[src/rtl/hash_lane_arbiter_if.sv]
// Bundle of lane-side, comparator-side and host-side signals of the hash lane arbiter.
// The slave modport is the arbiter's view; master is the surrounding environment.
interface hash_lane_arbiter_if #(
  parameter int LANES   = 4,
  parameter int NONCE_W = 32
);
  localparam int LID_W = (LANES > 1) ? $clog2(LANES) : 1;

  logic                     stop;
  logic [LANES-1:0]         lane_req;
  logic [LANES*256-1:0]     lane_hash;
  logic [LANES*NONCE_W-1:0] lane_nonce;
  logic [LANES-1:0]         lane_ack;
  logic [63:0]              beat_data;
  logic                     beat_we;
  logic                     beat_re;
  logic                     cmp_valid;
  logic                     cmp_hit;
  logic                     golden_valid;
  logic                     golden_ready;
  logic [NONCE_W-1:0]       golden_nonce;
  logic [LID_W-1:0]         golden_lane;
  logic                     busy;

  modport slave (
    input  stop, lane_req, lane_hash, lane_nonce, beat_re, cmp_valid, cmp_hit, golden_ready,
    output lane_ack, beat_data, beat_we, golden_valid, golden_nonce, golden_lane, busy
  );

  modport master (
    output stop, lane_req, lane_hash, lane_nonce, beat_re, cmp_valid, cmp_hit, golden_ready,
    input  lane_ack, beat_data, beat_we, golden_valid, golden_nonce, golden_lane, busy
  );
endinterface

[src/rtl/hash_lane_arbiter.sv]
// Round-robin scheduler sharing one hash/target comparator among LANES hash cores.
// Captures a granted lane's hash and nonce, streams the hash as four 64-bit beats
// (MSB word first), waits for the verdict and forwards hits as golden records.
module hash_lane_arbiter #(
  parameter int LANES   = 4,
  parameter int NONCE_W = 32
) (
  input  logic               clk,
  input  logic               rst,   // asynchronous, active-low
  hash_lane_arbiter_if.slave bus
);

  localparam int LID_W = (LANES > 1) ? $clog2(LANES) : 1;

  typedef enum logic [1:0] {
    S_IDLE,
    S_SEND,
    S_WAIT_RES,
    S_PUSH
  } state_e;

  state_e             state_q;
  logic [LID_W-1:0]   rr_ptr_q;
  logic [1:0]         beat_cnt_q;
  logic [255:0]       hash_q;
  logic [NONCE_W-1:0] nonce_q;
  logic [LID_W-1:0]   lane_q;
  logic               ack_q;
  logic               beat_we_q;
  logic [63:0]        beat_data_q;
  logic               golden_valid_q;
  logic [NONCE_W-1:0] golden_nonce_q;
  logic [LID_W-1:0]   golden_lane_q;
  logic               busy_q;

  logic               grant_vld;
  logic [LID_W-1:0]   grant_idx;
  logic [LID_W-1:0]   rr_ptr_d;
  logic [255:0]       sel_hash;
  logic [NONCE_W-1:0] sel_nonce;
  logic [LANES-1:0]   lane_ack_d;

  // Selects 64-bit word idx of a hash, word 0 being bits [255:192].
  function automatic logic [63:0] hash_word(input logic [255:0] h, input logic [1:0] idx);
    logic [63:0] w;
    case (idx)
      2'd0:    w = h[255:192];
      2'd1:    w = h[191:128];
      2'd2:    w = h[127:64];
      default: w = h[63:0];
    endcase
    return w;
  endfunction

  // Round-robin pick: first requesting lane at or after rr_ptr, wrapping upward.
  always_comb begin
    // NOTE: every combinational output gets a default first so no path leaves it unassigned (no latch).
    grant_vld = 1'b0;
    grant_idx = '0;
    for (int k = 0; k < LANES; k++) begin
      if (!grant_vld && bus.lane_req[(int'(rr_ptr_q) + k) % LANES]) begin
        grant_vld = 1'b1;
        grant_idx = LID_W'((int'(rr_ptr_q) + k) % LANES);
      end
    end
    rr_ptr_d = (int'(grant_idx) == LANES - 1) ? '0 : grant_idx + LID_W'(1);
  end

  assign sel_hash  = bus.lane_hash[grant_idx*256 +: 256];
  assign sel_nonce = bus.lane_nonce[grant_idx*NONCE_W +: NONCE_W];

  // Scheduler FSM with registered outputs; stop overrides every other event.
  always_ff @(posedge clk or negedge rst) begin
    if (!rst) begin
      // NOTE: the hash/nonce capture registers are reset too, so nothing stale is visible after reset.
      state_q        <= S_IDLE;
      rr_ptr_q       <= '0;
      beat_cnt_q     <= '0;
      hash_q         <= '0;
      nonce_q        <= '0;
      lane_q         <= '0;
      ack_q          <= 1'b0;
      beat_we_q      <= 1'b0;
      beat_data_q    <= '0;
      golden_valid_q <= 1'b0;
      golden_nonce_q <= '0;
      golden_lane_q  <= '0;
      busy_q         <= 1'b0;
    end else begin
      // NOTE: non-blocking assignments only, so every register samples pre-edge values.
      ack_q <= 1'b0;
      if (bus.stop) begin
        state_q        <= S_IDLE;
        beat_we_q      <= 1'b0;
        golden_valid_q <= 1'b0;
        beat_cnt_q     <= '0;
        busy_q         <= 1'b0;
      end else begin
        case (state_q)
          S_IDLE: begin
            if (grant_vld) begin
              hash_q      <= sel_hash;
              nonce_q     <= sel_nonce;
              lane_q      <= grant_idx;
              ack_q       <= 1'b1;
              rr_ptr_q    <= rr_ptr_d;
              beat_cnt_q  <= '0;
              beat_we_q   <= 1'b1;
              beat_data_q <= sel_hash[255:192];
              busy_q      <= 1'b1;
              state_q     <= S_SEND;
            end
          end
          S_SEND: begin
            if (bus.beat_re) begin
              if (beat_cnt_q == 2'd3) begin
                beat_cnt_q <= '0;
                beat_we_q  <= 1'b0;
                state_q    <= S_WAIT_RES;
              end else begin
                beat_cnt_q  <= beat_cnt_q + 2'd1;
                beat_data_q <= hash_word(hash_q, beat_cnt_q + 2'd1);
              end
            end
          end
          S_WAIT_RES: begin
            if (bus.cmp_valid) begin
              if (bus.cmp_hit) begin
                golden_valid_q <= 1'b1;
                golden_nonce_q <= nonce_q;
                golden_lane_q  <= lane_q;
                state_q        <= S_PUSH;
              end else begin
                busy_q  <= 1'b0;
                state_q <= S_IDLE;
              end
            end
          end
          S_PUSH: begin
            if (bus.golden_ready) begin
              golden_valid_q <= 1'b0;
              busy_q         <= 1'b0;
              state_q        <= S_IDLE;
            end
          end
          default: begin
            busy_q  <= 1'b0;
            state_q <= S_IDLE;
          end
        endcase
      end
    end
  end

  // One-hot acknowledge decoded from the registered grant.
  always_comb begin
    lane_ack_d = '0;
    if (ack_q) lane_ack_d[lane_q] = 1'b1;
  end

  assign bus.lane_ack     = lane_ack_d;
  assign bus.beat_data    = beat_data_q;
  assign bus.beat_we      = beat_we_q;
  assign bus.golden_valid = golden_valid_q;
  assign bus.golden_nonce = golden_nonce_q;
  assign bus.golden_lane  = golden_lane_q;
  assign bus.busy         = busy_q;

endmodule

[src/flat_wrapper.sv]
// flat-port wrapper written by rule: the top's interface ports become plain ports
module hash_lane_arbiter_flat 
#(
  parameter int LANES   = 4,
  parameter int NONCE_W = 32
)
  (clk, rst, bus_stop, bus_lane_req, bus_lane_hash, bus_lane_nonce, bus_beat_re, bus_cmp_valid, bus_cmp_hit, bus_golden_ready, bus_lane_ack, bus_beat_data, bus_beat_we, bus_golden_valid, bus_golden_nonce, bus_golden_lane, bus_busy);
  hash_lane_arbiter_if #(.LANES(LANES), .NONCE_W(NONCE_W)) bus_i ();
  input  logic clk;
  input  logic rst;
  input wire logic [$bits(bus_i.stop)-1:0] bus_stop;
  input wire logic [$bits(bus_i.lane_req)-1:0] bus_lane_req;
  input wire logic [$bits(bus_i.lane_hash)-1:0] bus_lane_hash;
  input wire logic [$bits(bus_i.lane_nonce)-1:0] bus_lane_nonce;
  input wire logic [$bits(bus_i.beat_re)-1:0] bus_beat_re;
  input wire logic [$bits(bus_i.cmp_valid)-1:0] bus_cmp_valid;
  input wire logic [$bits(bus_i.cmp_hit)-1:0] bus_cmp_hit;
  input wire logic [$bits(bus_i.golden_ready)-1:0] bus_golden_ready;
  output wire logic [$bits(bus_i.lane_ack)-1:0] bus_lane_ack;
  output wire logic [$bits(bus_i.beat_data)-1:0] bus_beat_data;
  output wire logic [$bits(bus_i.beat_we)-1:0] bus_beat_we;
  output wire logic [$bits(bus_i.golden_valid)-1:0] bus_golden_valid;
  output wire logic [$bits(bus_i.golden_nonce)-1:0] bus_golden_nonce;
  output wire logic [$bits(bus_i.golden_lane)-1:0] bus_golden_lane;
  output wire logic [$bits(bus_i.busy)-1:0] bus_busy;
  assign bus_i.stop = bus_stop;
  assign bus_i.lane_req = bus_lane_req;
  assign bus_i.lane_hash = bus_lane_hash;
  assign bus_i.lane_nonce = bus_lane_nonce;
  assign bus_i.beat_re = bus_beat_re;
  assign bus_i.cmp_valid = bus_cmp_valid;
  assign bus_i.cmp_hit = bus_cmp_hit;
  assign bus_i.golden_ready = bus_golden_ready;
  assign bus_lane_ack = bus_i.lane_ack;
  assign bus_beat_data = bus_i.beat_data;
  assign bus_beat_we = bus_i.beat_we;
  assign bus_golden_valid = bus_i.golden_valid;
  assign bus_golden_nonce = bus_i.golden_nonce;
  assign bus_golden_lane = bus_i.golden_lane;
  assign bus_busy = bus_i.busy;
  hash_lane_arbiter #(.LANES(LANES), .NONCE_W(NONCE_W)) u_core (.clk(clk), .rst(rst), .bus(bus_i));
endmodule
[config.mk]
export PLATFORM = sky130hd
export DESIGN_NAME = hash_lane_arbiter_flat
export DESIGN_NICKNAME = d
export VERILOG_FILES = /design/src/rtl/hash_lane_arbiter_if.sv /design/src/rtl/hash_lane_arbiter.sv /design/src/flat_wrapper.sv
export SDC_FILE = /design/constraint.sdc
export NUM_CORES = 1
export LEC_CHECK = 0
export CORE_AREA = 2 2 488 490
export CTS_BUF_LIST = sky130_fd_sc_hd__clkbuf_4 sky130_fd_sc_hd__clkbuf_8
export CTS_CLUSTER_SIZE = 16
export DETAILED_ROUTE_END_ITERATION = 8
export DIE_AREA = 0 0 490 492
export HOLD_SLACK_MARGIN = 0.05
export PLACE_DENSITY = 0.31
export SKIP_CTS_REPAIR_TIMING = 1
export SKIP_LAST_GASP = 1
export SYNTH_ARGS = -nofsm -noshare
export SYNTH_HDL_FRONTEND = slang
export SYNTH_SLANG_ARGS = --single-unit
[constraint.sdc]
create_clock -name clk -period 5.2 [get_ports clk]
set_clock_uncertainty 0.05 [all_clocks]
set_input_delay 1.04 -clock clk [delete_from_list [all_inputs] [get_ports clk]]
set_output_delay 1.04 -clock clk [all_outputs]
set_load 0.02 [all_outputs]
* After elaboration in Yosys (flattened, before gate mapping) *
Cells that the tools add are included.

word-level totals
  bits in registers = 398
  input port bits = 1163
  output and inout bits = 105
  logic and storage cells = 129

cells by class
  add/sub/neg operators = 5
  magnitude comparators = 6
  equality and inequality tests = 17
  shift operators = 2
  mux-type cells = 58
  bitwise gates (word level) = 4
  reductions and logical operators = 24

operator list
  operator                count
  $shiftx A1024 B11 Y256  1
  $mux W64                3
  $pmux W64 S3            1
  $pmux W64 S2            1
  $shiftx A128 B8 Y32     1
  $mux W2                 16
  $mux W1                 26
  $ne A3 B3 Y1 const B    5
  $reduce_and A5 Y1       3
  $lt A3 B4 Y1 const B    3
  $reduce_and A4 Y1       3
  $bmux W1 S2             4
  $eq A2 B2 Y1 const B    4
  $pmux W2 S4             1
  $add A2 B1 Y2 const B   3
  $eq A2 B1 Y1 const B    3
  $lt A2 B3 Y1 const B    2
  $ne A3 B2 Y1 const B    2
  $reduce_and A3 Y1       2
  $reduce_bool A3 Y1      2
  $reduce_or A2 Y1        3
  $add A2 B2 Y2 const B   2
  $logic_and A1 B1 Y1     4
  $logic_not A2 Y1        2
  13 further kinds        19

* Logic depth before layout (Yosys ltp) *
  depth in word-level cells = 17
  gate-level depth with buffers = 11
  mapped depth without buffers = 8

* Worst setup path before layout *
Ideal clock, no wire load.

  path kind = in2reg
  start point = input bus_lane_req[2]
  end point = register u_core.beat_data_q[60], in the netlist u_core.bus.beat_data[60]
  setup time = 77 ps
  arrival = 2549 ps
  path slack = 2524 ps
  stages on the path = 9
  path buffers = 3
  cell sequence = nor2b_1 a21o_1 a211o_1 buf_4 buf_6 buf_4 mux2i_1 mux2_2 o21ai_1

between the ends
  word-level cells in the longest chain between the ends = 15
  elaborated cells on any way between the ends = 30
  those cells by class = eq/ne: 1; shift: 1; mux: 21; reduce/logical: 7

RTL lines
  what                           line                      text
  start, declared                flat_wrapper.sv:12        input wire logic [$bits(bus_i.lane_req)-1:0] bus_lane_req;
  $bmux W1 S2                    hash_lane_arbiter.sv:61   if (!grant_vld && bus.lane_req[(int'(rr_ptr_q) + k) % LANES]) begin
  $mux W1 (not written as such)  hash_lane_arbiter.sv:61
  $mux W1                        hash_lane_arbiter.sv:61
  $logic_not A1 Y1               hash_lane_arbiter.sv:61
  $logic_and A1 B1 Y1            hash_lane_arbiter.sv:61
  $mux W1                        hash_lane_arbiter.sv:61
  $logic_not A1 Y1               hash_lane_arbiter.sv:61
  $logic_and A1 B1 Y1            hash_lane_arbiter.sv:61
  $mux W1                        hash_lane_arbiter.sv:61
  $logic_not A1 Y1               hash_lane_arbiter.sv:61
  $logic_and A1 B1 Y1            hash_lane_arbiter.sv:61
  $mux W2                        hash_lane_arbiter.sv:61
  $shiftx A1024 B11 Y256         hash_lane_arbiter.sv:69   assign sel_hash = bus.lane_hash[grant_idx*256 +: 256];
  $mux W64                       hash_lane_arbiter.sv:101  if (grant_vld) begin
  $pmux W64 S2                   hash_lane_arbiter.sv:99   case (state_q)
  end signal, assigned           hash_lane_arbiter.sv:109  beat_data_q <= sel_hash[255:192];
  end signal, assigned           hash_lane_arbiter.sv:122  beat_data_q <= hash_word(hash_q, beat_cnt_q + 2'd1);
  end, declared                  hash_lane_arbiter.sv:30   logic [63:0] beat_data_q;

Parallel ways exist; a longest one is shown, timed or not. The select of a mux whose other input is x is not followed.
A chain may end at the register's enable or synchronous reset.

* Final worst setup path *
  start point = register u_core.lane_q[0]
  end point = output bus_lane_ack[0]

between the ends
  word-level cells in the longest chain between the ends = 5
  elaborated cells on any way between the ends = 6
  those cells by class = order compare: 2; mux: 3; reduce/logical: 1

RTL lines
  what                                                                       line                      text
  start, declared                                                            hash_lane_arbiter.sv:27   logic [LID_W-1:0] lane_q;
  start signal, assigned                                                     hash_lane_arbiter.sv:104  lane_q <= grant_idx;
  $lt A2 B3 Y1 (not written as such) / $ge A2 B1 Y1 (equally long branches)  hash_lane_arbiter.sv:158  if (ack_q) lane_ack_d[lane_q] = 1'b1;
  $logic_and A1 B1 Y1 (not written as such)                                  hash_lane_arbiter.sv:158
  $mux W1 (not written as such)                                              hash_lane_arbiter.sv:158
  $demux W1 S2 (*)                                                           -
  $mux W4 (*)                                                                hash_lane_arbiter.sv:158
  end, declared                                                              flat_wrapper.sv:19        output wire logic [$bits(bus_i.lane_ack)-1:0] bus_lane_ack;

Mark *: on every way between the ends. The rest lies on a longest branch, timed or not.

==> flow_metrics.py <==
metrics = {
    "critical_path": {
        "cp.required_ns": 4.11,
        "worstSetupPathType": "reg2out",
        "startpoint_type": "flip-flop",
        "cp.arrival_ns": 2.31,
        "crit_fanout": 6,
        "end_kind": "output pin",
    },
    "detailed_routing": {
        "drtAntennaViolNets": 0,
        "dr.pass1.iters": 7,
        "drc": 0,
        "wirelength_um": 212000,
        "wl_per_cell_um": 27.4,
        "num_vias": 30100,
        "drt_iter0_drc": 2084,
        "vias_per_cell": 3.89,
    },
    "synth": {
        "synth_area_um2": 25800,
        "synth_cell_types": 43,
        "yosysSeqAreaShare_pct": 38.6,
        "synth_top_area_share_pct": 38.6,
        "ys.warnings.count": 0,
        "yosys-top-cells-area": "dfrtp_1 (39%), nand2_1 (18%), and3_1 (12%)",
        "synth_nets": 4493,
        "synth_top_cell_by_area": "dfrtp_1",
        "syn_inst": 3322,
        "synth_seq_cells": 398,
        "synth_area_per_cell_um2": 7.76,
    },
    "final_layout": {
        "nFillCells": 26700,
        "area_delta_synth_final_pct": 71.9,
        "finalNetCount": 5637,
        "drive_gt1_share_pct": 8.15,
        "postLayoutCoreUtil_pct": 18.8,
    },
    "floorplanning": {
        "die_w_um": 490,
        "die_h_um": 492,
        "die_area_um2": 241000,
        "start_util_pct": 10.9,
        "rows": 179,
        "coreArea_um2": 236000,
        "io_pins": 1268,
    },
    "grt": {
        "grt_pass1_wl_um": 282000,
        "antenna_found_initial": 139,
        "grt_max_degree": 121,
        "grt_use_total_pct": 17.0,
        "overflow": 0,
        "grt_pass1_vias": 31000,
    },
    "timing": {
        "fin_crit_ns": 3.40,
        "rsz0062_at_grt": "no",
        "fin_ws_ns": 1.80,
        "tightest_slew_ns": 1.28,
        "timing.fmax_ghz": 0.294,
        "setup_viol": 0,
        "hold_viol": 0,
        "fin_crit_sh_pct": 65.4,
        "setup_tns_ns": 0,
        "maxSlewHeadroom_pct": 14.4,
        "holdWs_ns": 0.222,
        "drv_slew": 0,
    },
    "flow_run": {
        "timing.max_cap.violations": 0,
    },
    "placement": {
        "gp_congestion": 0.876,
        "preCtsSetupSlack_ns": 1.00,
        "hpwl_um": 169000,
        "port_buffers": 1267,
    },
    "clocking": {
        "cts.sinks": 398,
        "insertion_delay_ns": 0.85,
        "cts_tree": "done",
        "cts_htree_levels": 3,
        "clock_path_buffers": 3,
        "clk_pin_slew_ns": 0.06,
        "clockRootBuffer": "clkbuf_8",
        "numCtsBuffers": 94,
    },
    "power_and_ir_drop": {
        "powerDensity_nw_per_um2": 480,
        "switching_power_mw": 9.76,
        "leakage_nw": 19.3,
        "pwr-share-clk_pct": 19.7,
        "internal_power_mw": 11.5,
        "comb_power_share_pct": 52.9,
        "switching_share_pct": 45.9,
        "seqPwrFrac_pct": 27.4,
        "irDropWorstVdd_mv": 0.273,
    },
    "worst_hold_path": {
        "holdCritPathClass": "in2async",
    },
    "status": {
        "status": "finished clean",
    },
}
sequential cells by signal (all words and copies together), names as in the netlist, 32 cells and up:
signal / flops
u_core.hash_q: 256
u_core.bus.beat_data: 64
u_core.bus.golden_nonce: 32
u_core.nonce_q: 32
cells by family after synthesis:
| kind of cell | after synthesis | share of synthesized area (%) |
|---|---|---|
| muxes | 226 | 9.25 |
| adders and majority gates | 8 | 0.388 |
| AOI/OAI and AO/OA | 575 | 14.8 |
| buffers and inverters | 313 | 5.51 |
| DFF | 398 | 38.6 |
| xor gates and xnor gates | 1 | 0.0340 |
| and+or+nand+nor | 1801 | 31.4 |
cells in the mapped netlist (all sizes together):
library cell     n
a21o             2
xnor2            1
and3           513
or3              1
nor3             1
o32a             1
a211o            1
o21bai           1
a22oi            3
a222oi          64
a21oi           74
inv              9
o32ai            1
o41ai            1
nand4            1
nand2b           5
buf            133
mux2i          128
mux2            98
a22o             1
o2bb2ai          1
dfrtp          398
and2             2
nor4             2
a21boi           1
nor2             8
and3b            1
nand3            2
a211oi           1
o21ai          198
nand4b           1
nand2         1260
nor2b            3
nor3b            1
ha               8
clkbuf         171
o31ai          225
final cells by class:
class	instances	area, µm²	area share, %
multi-input combinational	2611	14500	32.8
timing repair buffer	1352	13700	30.9
sequential	398	9960	22.5
tap	3167	3960	8.94
clock buffer	155	1900	4.28
clock inverter	16	166	0.375
antenna	35	87.6	0.198
inverter	9	33.8	0.0762
cells in the final DEF (no fill, tap or decap), drive strengths merged, types with 10 or more instances in the layout:
master / n
clkdlybuf4s50: 1266
nand2: 1260
and3: 513
dfrtp: 398
o31ai: 225
o21ai: 198
clkbuf: 155
mux2i: 128
mux2: 98
buf: 86
a21oi: 74
a222oi: 64
diode: 35
inv: 13
clkinv: 10
power groups by stage:
stage | Clock (mW) | Combinational [mW] | Sequential (mW)
detailed placement | 0 | 11.5 | 5.88
global placement | 0 | 11.5 | 5.87
floorplan | 0 | 5.84 | 5.75
finish | 4.20 | 11.3 | 5.83
global route | 4.51 | 12.3 | 6.00
CTS | 4.40 | 11.5 | 5.85
worst max-delay path, cell delays in order, from the launching register on:
cell	delay, ns
dfrtp_1	0.50
nor3b_1	0.27
clkdlybuf4s50_1	0.68
path summary, 6_finish.rpt:
check                              startpoint                        to  slack, ns  cells after the start
max in group asynchronous                 rst         u_core.hash_q[45]       3.79                      2
max                          u_core.lane_q[0]           bus_lane_ack[0]       1.80                      2
max reg2reg                 u_core.state_q[1]  u_core.bus.beat_data[32]       2.08                      6
min                                       rst          u_core.hash_q[2]       0.22                      1
min reg2reg                u_core.nonce_q[29]        u_core.nonce_q[29]       0.42                      2
min in group clk           u_core.nonce_q[29]        u_core.nonce_q[29]       0.42                      2
metal layers:
metal,share of wire (%),track usage (%)
met5,0.20,0
met4,2.0,3.79
met3,8.4,5.69
met2,48,29.1
met1,41,20.4
stage by stage:
| stage | cell area [µm²] | instances | power, mW |
|---|---|---|---|
| 2_1_floorplan | 25800 | 3322 | 11.6 |
| 3_3_place_gp | 42200 | 7537 | 17.4 |
| 3_5_place_dp | 42200 | 7537 | 17.4 |
| 4_1_cts | 44200 | 7708 | 21.8 |
| 5_1_grt | 44300 | 7715 | 22.8 |
| 6_report | 44300 | 7743 | 21.3 |
Note: power is estimated with default switching activity, not from simulation.
